==> src/rtl/alu_pkg.sv <==
// Shared definitions for the multicycle ALU: op codes, FSM states and flag bit positions.
package alu_pkg;

    typedef enum logic [3:0] {
        OP_ADD  = 4'h0,
        OP_SUB  = 4'h1,
        OP_MUL  = 4'h2,
        OP_DIV  = 4'h3,
        OP_SHL1 = 4'h4,
        OP_SHR1 = 4'h5,
        OP_ROL1 = 4'h6,
        OP_ROR1 = 4'h7,
        OP_AND  = 4'h8,
        OP_OR   = 4'h9,
        OP_XOR  = 4'hA,
        OP_NOR  = 4'hB,
        OP_NAND = 4'hC,
        OP_XNOR = 4'hD,
        OP_GT   = 4'hE,
        OP_EQ   = 4'hF
    } op_e;

    typedef enum logic [1:0] {
        ST_IDLE,
        ST_BUSY,
        ST_DONE
    } state_e;

    // flags = {dz, v, n, z, c}
    localparam int unsigned FLAG_C  = 0;
    localparam int unsigned FLAG_Z  = 1;
    localparam int unsigned FLAG_N  = 2;
    localparam int unsigned FLAG_V  = 3;
    localparam int unsigned FLAG_DZ = 4;
    localparam int unsigned FLAG_W  = 5;

endpackage

==> src/rtl/alu_muldiv_iter.sv <==
// Iterative unsigned shift-add multiplier and restoring divider, one bit per cycle for WIDTH cycles.
module alu_muldiv_iter #(
    parameter int unsigned WIDTH = 8
) (
    input  logic             clk,
    input  logic             rst,
    input  logic             start,
    input  logic             op,
    input  logic [WIDTH-1:0] a,
    input  logic [WIDTH-1:0] b,
    output logic             done,
    output logic [WIDTH-1:0] lo,
    output logic [WIDTH-1:0] hi
);

    localparam int unsigned CW = $clog2(WIDTH + 1);

    logic [CW-1:0]    count;
    logic             is_div;
    logic [WIDTH-1:0] acc;
    logic [WIDTH-1:0] quo;
    logic [WIDTH-1:0] opnd;
    logic [WIDTH:0]   sum;
    logic [WIDTH:0]   shifted;
    logic [WIDTH-1:0] trial;
    logic             ge;

    assign sum     = {1'b0, acc} + (quo[0] ? {1'b0, opnd} : '0);
    assign shifted = {acc, quo[WIDTH-1]};
    assign ge      = shifted >= {1'b0, opnd};
    assign trial   = shifted[WIDTH-1:0] - opnd;

    // lo/hi are the post-step values, so on the final step they are the finished result.
    always_comb begin
        lo = '0;
        hi = '0;
        if (is_div) begin
            hi = ge ? trial : shifted[WIDTH-1:0];
            lo = {quo[WIDTH-2:0], ge};
        end else begin
            hi = sum[WIDTH:1];
            lo = {sum[0], quo[WIDTH-1:1]};
        end
    end

    assign done = (count == CW'(1));

    always_ff @(posedge clk or posedge rst) begin
        if (rst) begin
            count  <= '0;
            is_div <= 1'b0;
            acc    <= '0;
            quo    <= '0;
            opnd   <= '0;
        end else if (start) begin
            count  <= CW'(WIDTH);
            is_div <= op;
            acc    <= '0;
            quo    <= op ? a : b;
            opnd   <= op ? b : a;
        end else if (count != '0) begin
            count <= count - CW'(1);
            acc   <= hi;
            quo   <= lo;
        end
    end

endmodule

==> src/rtl/multicycle_alu.sv <==
// Valid/ready ALU: single-cycle ops complete in one cycle, MUL/DIV iterate for WIDTH cycles.
module multicycle_alu
    import alu_pkg::*;
#(
    parameter int unsigned WIDTH = 8
) (
    input  logic             clk,
    input  logic             rst,
    input  logic             in_valid,
    output logic             in_ready,
    input  logic [WIDTH-1:0] op_a,
    input  logic [WIDTH-1:0] op_b,
    input  logic [3:0]       op_sel,
    output logic             out_valid,
    input  logic             out_ready,
    output logic [WIDTH-1:0] result,
    output logic [WIDTH-1:0] result_hi,
    output logic [4:0]       flags
);

    state_e state, state_nxt;
    op_e    op_dec;

    logic              accept;
    logic              start_iter;
    logic              iter_done;
    logic              iter_mul;
    logic [WIDTH-1:0]  iter_lo;
    logic [WIDTH-1:0]  iter_hi;
    logic [WIDTH:0]    add_sum;
    logic [WIDTH:0]    sub_diff;
    logic [WIDTH-1:0]  fast_lo;
    logic [WIDTH-1:0]  fast_hi;
    logic [FLAG_W-1:0] fast_flags;
    logic [FLAG_W-1:0] iter_flags;

    assign op_dec     = op_e'(op_sel);
    assign in_ready   = !rst && ((state == ST_IDLE) || (state == ST_DONE && out_ready));
    assign accept     = in_valid && in_ready;
    assign start_iter = accept && (op_dec == OP_MUL || (op_dec == OP_DIV && op_b != '0));
    assign out_valid  = (state == ST_DONE);

    alu_muldiv_iter #(.WIDTH(WIDTH)) u_muldiv (
        .clk   (clk),
        .rst   (rst),
        .start (start_iter),
        .op    (op_dec == OP_DIV),
        .a     (op_a),
        .b     (op_b),
        .done  (iter_done),
        .lo    (iter_lo),
        .hi    (iter_hi)
    );

    always_comb begin
        add_sum    = {1'b0, op_a} + {1'b0, op_b};
        sub_diff   = {1'b0, op_a} - {1'b0, op_b};
        fast_lo    = '0;
        fast_hi    = '0;
        fast_flags = '0;
        case (op_dec)
            OP_ADD: begin
                fast_lo            = add_sum[WIDTH-1:0];
                fast_flags[FLAG_C] = add_sum[WIDTH];
                fast_flags[FLAG_V] = (op_a[WIDTH-1] == op_b[WIDTH-1]) &&
                                     (add_sum[WIDTH-1] != op_a[WIDTH-1]);
            end
            OP_SUB: begin
                fast_lo            = sub_diff[WIDTH-1:0];
                fast_flags[FLAG_C] = sub_diff[WIDTH];
                fast_flags[FLAG_V] = (op_a[WIDTH-1] != op_b[WIDTH-1]) &&
                                     (sub_diff[WIDTH-1] != op_a[WIDTH-1]);
            end
            OP_DIV: begin
                // Only the divide-by-zero case completes here; real divides iterate.
                if (op_b == '0) begin
                    fast_lo             = '1;
                    fast_hi             = op_a;
                    fast_flags[FLAG_DZ] = 1'b1;
                end
            end
            OP_SHL1: begin
                fast_lo            = {op_a[WIDTH-2:0], 1'b0};
                fast_flags[FLAG_C] = op_a[WIDTH-1];
            end
            OP_SHR1: begin
                fast_lo            = {1'b0, op_a[WIDTH-1:1]};
                fast_flags[FLAG_C] = op_a[0];
            end
            OP_ROL1: fast_lo = {op_a[WIDTH-2:0], op_a[WIDTH-1]};
            OP_ROR1: fast_lo = {op_a[0], op_a[WIDTH-1:1]};
            OP_AND:  fast_lo = op_a & op_b;
            OP_OR:   fast_lo = op_a | op_b;
            OP_XOR:  fast_lo = op_a ^ op_b;
            OP_NOR:  fast_lo = ~(op_a | op_b);
            OP_NAND: fast_lo = ~(op_a & op_b);
            OP_XNOR: fast_lo = ~(op_a ^ op_b);
            OP_GT:   fast_lo = WIDTH'(op_a > op_b);
            OP_EQ:   fast_lo = WIDTH'(op_a == op_b);
            default: ;
        endcase
        fast_flags[FLAG_N] = fast_lo[WIDTH-1];
        fast_flags[FLAG_Z] = (fast_lo == '0);
    end

    always_comb begin
        iter_flags         = '0;
        iter_flags[FLAG_C] = iter_mul && (iter_hi != '0);
        iter_flags[FLAG_N] = iter_lo[WIDTH-1];
        iter_flags[FLAG_Z] = (iter_lo == '0);
    end

    always_comb begin
        state_nxt = state;
        case (state)
            ST_IDLE: begin
                if (accept) state_nxt = start_iter ? ST_BUSY : ST_DONE;
            end
            ST_BUSY: begin
                if (iter_done) state_nxt = ST_DONE;
            end
            ST_DONE: begin
                if (out_ready) begin
                    if (accept) state_nxt = start_iter ? ST_BUSY : ST_DONE;
                    else        state_nxt = ST_IDLE;
                end
            end
            default: state_nxt = ST_IDLE;
        endcase
    end

    always_ff @(posedge clk or posedge rst) begin
        if (rst) state <= ST_IDLE;
        else     state <= state_nxt;
    end

    always_ff @(posedge clk or posedge rst) begin
        if (rst) begin
            result    <= '0;
            result_hi <= '0;
            flags     <= '0;
            iter_mul  <= 1'b0;
        end else begin
            if (accept) iter_mul <= (op_dec == OP_MUL);
            if (state == ST_BUSY && iter_done) begin
                result    <= iter_lo;
                result_hi <= iter_hi;
                flags     <= iter_flags;
            end else if (accept && !start_iter) begin
                result    <= fast_lo;
                result_hi <= fast_hi;
                flags     <= fast_flags;
            end
        end
    end

endmodule

==> config.mk <==
export PLATFORM = sky130hd
export DESIGN_NAME = multicycle_alu
export DESIGN_NICKNAME = d
export VERILOG_FILES = /design/src/rtl/alu_pkg.sv /design/src/rtl/alu_muldiv_iter.sv /design/src/rtl/multicycle_alu.sv
export SDC_FILE = /design/constraint.sdc
export NUM_CORES = 1
export LEC_CHECK = 0
export ABC_AREA = 1
export CAP_MARGIN = 0
export CORE_ASPECT_RATIO = 0.75
export CORE_MARGIN = 1.5
export CORE_UTILIZATION = 50
export CTS_CLUSTER_DIAMETER = 50
export DETAILED_ROUTE_END_ITERATION = 10
export PLACE_DENSITY = 0.72
export REMOVE_ABC_BUFFERS = 1
export SETUP_SLACK_MARGIN = 0.02
export SLEW_MARGIN = 10
export SYNTH_ARGS = -nofsm -noshare
export SYNTH_HDL_FRONTEND = slang
export SYNTH_SLANG_ARGS = --single-unit
==> constraint.sdc <==
create_clock -name clk -period 7.3 [get_ports clk]
set_clock_uncertainty 0.1 [all_clocks]
set_input_delay 0.73 -clock clk [delete_from_list [all_inputs] [get_ports clk]]
set_output_delay 0.73 -clock clk [all_outputs]
set_load 0.005 [all_outputs]
# [Word level (Yosys, flattened, before mapping)]
# Cells that the tools add are included.
[totals] register_bits=53 in_bits=24 word_cells=106
[op_classes] n_lt_le_gt_ge=2 n_mux=32 n_reduce_logical=25 add_sub_neg=5 bitwise=6 eq_ne=26
[op_table] operator="8-bit 2-to-1 mux" count=17
[op_table] operator="8-bit case mux with 15 select lines" count=1
[op_table] operator="4-bit equality test (second input constant)" count=8
[op_table] operator="8-bit logical NOT" count=3
[op_table] operator="8-bit NOT" count=3
[op_table] operator="4-bit by 3-bit equality test with 1-bit output (second input constant)" count=4
[op_table] operator="8-bit nonzero test" count=2
[op_table] operator="1-bit logical AND" count=10
[op_table] operator="2-bit 2-to-1 mux" count=5
[op_table] operator="5-bit 2-to-1 mux" count=2
[op_table] operator="8-bit by 8-bit adder with 9-bit output" count=1
[op_table] operator="8-bit by 9-bit adder with 9-bit output" count=1
[op_table] operator="9-bit by 8-bit greater-or-equal comparator with 1-bit output" count=1
[op_table] operator="8-bit by 8-bit subtractor with 9-bit output" count=1
[op_table] operator="8-bit bitwise AND" count=1
[op_table] operator="4-bit by 1-bit equality test with 1-bit output (second input constant)" count=2
[op_table] operator="4-bit by 2-bit equality test with 1-bit output (second input constant)" count=2
[op_table] operator="8-bit equality test" count=1
[op_table] operator="8-bit > comparator" count=1
[op_table] operator="4-bit 2-to-1 mux" count=2
[op_table] operator="8-bit OR" count=1
[op_table] operator="8-bit subtractor" count=1
[op_table] operator="8-bit XOR" count=1
[op_table] operator="2-bit case mux with 3 select lines" count=1
[op_table] operator="other kinds (17)" count=24

# [Depth between registers and ports, before layout]
[logic_depth] ltp_word=10 depth_mapped=19 mapped_depth_nobuf=18

# [Cells and area by module]
# From an unflattened synthesis, not the netlist that was laid out.
[unflattened] hier_cells=852 hier_area_um2=5466.5
[modules_own_cells] mod="multicycle_alu" area_each_um2=2912.8 instances=1 cells_per_inst=488
[modules_own_cells] mod="alu_muldiv_iter" area_each_um2=2553.7 instances=1 cells_per_inst=364

# [Worst setup path before layout]
# Ideal clock, no wire load.
[synth_timing] kind="input-to-reg" start="in op_a[0]" end="reg flags[1]" t_arrival_ns=2.330 cell_stages=12 path_buffers=0 slack_ns=4.792 setup_ns=0.077 path_cell_list="inv_1 -> ha_1 -> inv_1 -> fa_1 -> or2_2 -> nand3_1 -> nand3_1 -> nor2_1 -> nand3_1 -> nor2_1 -> nand4_1 -> a21oi_1"
[synth_between] elab_chain_cells=6 word_cells_on_any_way=14 cone_classes="add/sub: 2; order compare: 1; eq/ne: 1; mux: 3; bitwise: 6; reduce/logical: 1"
[synth_lines] element="from (decl)" line="multicycle_alu.sv:11" rtl="input logic [WIDTH-1:0] op_a,"
[synth_lines] element="parallel branches: the longest is 2 deep, another holds 8-bit by 8-bit subtractor with 9-bit output"
[synth_lines] element="8-bit case mux with 15 select lines (*)" line="multicycle_alu.sv:61" rtl="case (op_dec)"
[synth_lines] element="8-bit logical NOT (*)" line="multicycle_alu.sv:103" rtl="fast_flags[FLAG_Z] = (fast_lo == '0);"
[synth_lines] element="5-bit 2-to-1 mux (*)" line="multicycle_alu.sv:149" rtl="end else if (accept && !start_iter) begin"
[synth_lines] element="5-bit 2-to-1 mux (*)" line="multicycle_alu.sv:145" rtl="if (state == ST_BUSY && iter_done) begin"
[synth_lines] element="to (signal assigned)" line="multicycle_alu.sv:148" rtl="flags <= iter_flags;"
[synth_lines] element="to (signal assigned)" line="multicycle_alu.sv:152" rtl="flags <= fast_flags;"
[synth_lines] element="to (decl)" line="multicycle_alu.sv:18" rtl="output logic [4:0] flags"
# Mark *: on every way between the ends. The select of a mux whose other input is x is not followed.
# A chain may end at the register's enable or synchronous reset.

# [Final worst setup path]
# Ends and elaborated chain as after synthesis.

==> results.md <==
* Setup TNS at 0 ns
* Cts hold-fix bufs at 0
* Multi-input logic area at 3380 um^2
* DP HPWL at 14800 um
* Post-synth design cell area at 5230 um^2
* Worst path top cell family by delay: simple AND/OR/NAND/NOR gates
* Clock slew seen by the registers of the worst setup and hold paths at 0.07 ns
* Mapped Cells at 774
* Warning count from the yosys run at 0
* Detailed Routing Iterations Pass 1 at 6
* Critical Path Max Stage Delay at 0.61 ns
* Die Height at 91.6 um
* Die outline area at 11100 um^2
* Clock Latency Late Sink at 0.30 ns
* Final clock period utilization by the worst path at 45.6%
* List of cells traversed by the critical path: clkdlybuf4s50_1 -> inv_1 -> ha_1 -> inv_1 -> fa_1 -> or2_2 -> nand3_1 -> nand3_1 -> nor2_1 -> nand3_1 -> nor2_1 -> nand4_1 -> a21oi_1
* Path class of the lowest-slack min-delay path: flop to flop
* Final critical-path setup slack at 3.97 ns
* Number of cells in the finished layout apart from fillers at 944
* IO Pins at 47
* Die Wd at 121 um
* Number of library cell types mapped by synthesis at 52
* Routed len/inst at 19.7 um
* CTS tree: built
* Average instance area after synthesis at 6.76 um^2
* Sequential cell area at 1300 um^2
* Leakage power at 2.91 nW
* Path type of the worst setup path: input pin to flop
* Number of buffers created by CTS at 5
* Sequential fraction of the synthesis area at 24.9%
* Final number of setup-violating endpoints at 0
* Final estimated routing congestion in global placement at 1.03
* Highest Clock Rate at 301 MHz
* Number of buffer and inverter instances along the worst setup path at 3
* Via count of the routed design at 5687
* Setup fix buffers added after clock tree synthesis at 0
* Final-layout fill cell count at 996
* Number of enable-type register cells in the synthesized netlist at 0
* Run status: complete, no violations
* CTS H-tree depth at 2
* DP Worst Slack at 3.77 ns
* Global-route wire length before repair at 29100 um
* Number of placed cells counting well taps at 936
* Aggregate global routing overflow at 0
* Initial core utilization at 51.1%
* Worst slew margin at 25.2%
* Post-synthesis to final-layout area growth at 12.5%
* Share of synthesized flip-flops with an asynchronous set or reset at 100%
* Primary flip-flop cell chosen by synthesis mapping: dfrtp_1
* Buffer depth of the longest clock path at 2
* Total power divided by cell area at 351 nW/um^2
* Post-route DRC at 0
* Final Max Tran Viols at 0
* Peak supply drop at 0.000284 V
* Antenna diode instance count at 0
* ANT nets after route at 0
* Reg-to-reg setup timing slack at 4.22 ns
* Total clock sinks at 52
* Net count reported at finish at 878
* Slowest CP cell: clkdlybuf4s50_1
* Routed Wire Length at 18600 um
* Maximum Capacitance Violations at 0
* Largest net degree at the start of global routing at 53
* Library cell used as clock root buffer: clkbuf_16
* Most frequent CP cell: nand3_1
* Floorplan row count at 32
* 1st-iter DRT viols at 680
* Core footprint at 10200 um^2
* Worst endpoint data arrival time at 3.46 ns
* Setup repair after global routing missed its margin: false
* Worst hold margin at 0.392 ns
* Antenna violations before repair at 0
* Overall power after layout at 2.07 mW
* Port Buf Inserts at 46
* Post-cts repair resize count at 0
* Post-detailed-route via-to-cell ratio at 6.02
* Type of element launching the critical path: input pin
* Biggest fanout along the worst timing path at 7
* Total count of hold-check failures in the final report at 0
* Fraction of layout instances using a drive strength above 1 at 6.68%
* Endpoint required time on the critical path at 7.43 ns
* Tightest Pin Transition at 1.12 ns
* Post-synthesis register bit count at 52
* Kind of end point of the critical path: flop
* Global router's overall resource usage at 34.5%
* Minimum clock period after layout at 3.33 ns
* Vias in the first global route at 5207
==> final timing paths <==
| path | start | depth (start not counted) | end |
|---|---|---|---|
| worst max-delay path | op_a[0] | 13 | flags[1] |
| worst min-delay path | iter_mul | 2 | iter_mul |
| worst max register to register | u_muldiv.quo[0] | 16 | flags[0] |
| worst min register to register | iter_mul | 2 | iter_mul |
| max in group asynchronous | rst | 2 | result_hi[4] |
| min in group asynchronous | rst | 2 | result[6] |
==> report_power, final <==
| group | leakage [nW] | total (mW) | internal [mW] | switching, mW |
|---|---|---|---|---|
| logic | 2.19 | 1.32 | 0.481 | 0.842 |
| clock network | 0.0708 | 0.249 | 0.130 | 0.119 |
| registers | 0.642 | 0.493 | 0.394 | 0.0994 |
| total | 2.91 | 2.07 | 1.00 | 1.06 |
==> cell families after synthesis <==
family	after synthesis	synth area share (%)
simple gates	394	34.4
compound gates	140	17.0
buf+inv	133	10.5
flops	52	24.9
fa+ha+maj	47	11.8
xor+xnor	7	1.17
mux	1	0.191
==> stage by stage <==
stage               util, %  instance area (um^2)
finish                 57.5                  5890
global route           57.5                  5890
CTS                    57.5                  5890
detailed placement     56.0                  5740
global placement       56.0                  5740
floorplan                 -                  5110
==> cell usage after synthesis (all sizes together), types with 4 or more instances <==
cell type	number	area, um^2
or2	6	37.5
nand4	25	169
clkbuf	7	26.3
ha	43	538
o22ai	19	119
inv	113	427
a221oi	4	53.8
o211ai	9	67.6
nand3	76	413
dfrtp	52	1300
a21o	4	30.0
fa	4	80.1
nor3	4	25.0
nor2	70	320
buf	13	98.8
o221ai	11	96.3
nand2	210	818
a21oi	29	149
xnor2	4	35.0
o21ai	50	262
==> routing by layer <==
layer | part of all wire [%] | GRT usage (%) | vias up
met5 | 0 | 0 | -
met4 | 1.5 | 6.27 | 0
met2 | 40 | 48.5 | 332
met1 | 47 | 53.1 | 2673
met3 | 11 | 8.48 | 25
li1 | - | - | 2657
==> registers in the layout, indices dropped and copies added (netlist names) <==
| name | flops |
|---|---|
| u_muldiv.acc | 8 |
| u_muldiv.count | 4 |
| state | 2 |
| u_muldiv.opnd | 8 |
| result | 7 |
| u_muldiv.is_div | 1 |
| result_hi | 8 |
| iter_mul | 1 |
| flags | 5 |
| u_muldiv.quo | 8 |
==> cells in the final DEF (no fill, tap or decap), types with 5 or more instances in the layout <==
cell,n
clkbuf_16,5
nand2_1,202
a21oi_1,28
nand3_1,71
o21ai_0,37
clkdlybuf4s50_1,46
or2_2,5
nand2_2,6
o221ai_1,11
inv_2,10
dfrtp_1,52
nand4_1,23
o21ai_1,12
inv_1,102
ha_1,43
o211ai_1,9
o22ai_1,19
nor2_1,62
==> worst reg2reg max path, delay by kind of cell (launching register included) <==
kind	cells	cell delay, ns
buffers and inverters	2	0.09
xor gates and xnor gates	1	0.15
AOI/OAI and AO/OA	2	0.22
and+or+nand+nor	9	1.14
DFF	1	0.53
adders and majority gates	2	0.74
==> final cells by class <==
class	count	area share [%]
inverter	113	7.24
timing repair buffer	46	7.82
tap	136	2.89
clock inverter	3	0.425
clock buffer	5	2.12
multi-input combinational	589	57.4
sequential	52	22.1
Note: power is estimated with default switching activity, not from simulation.
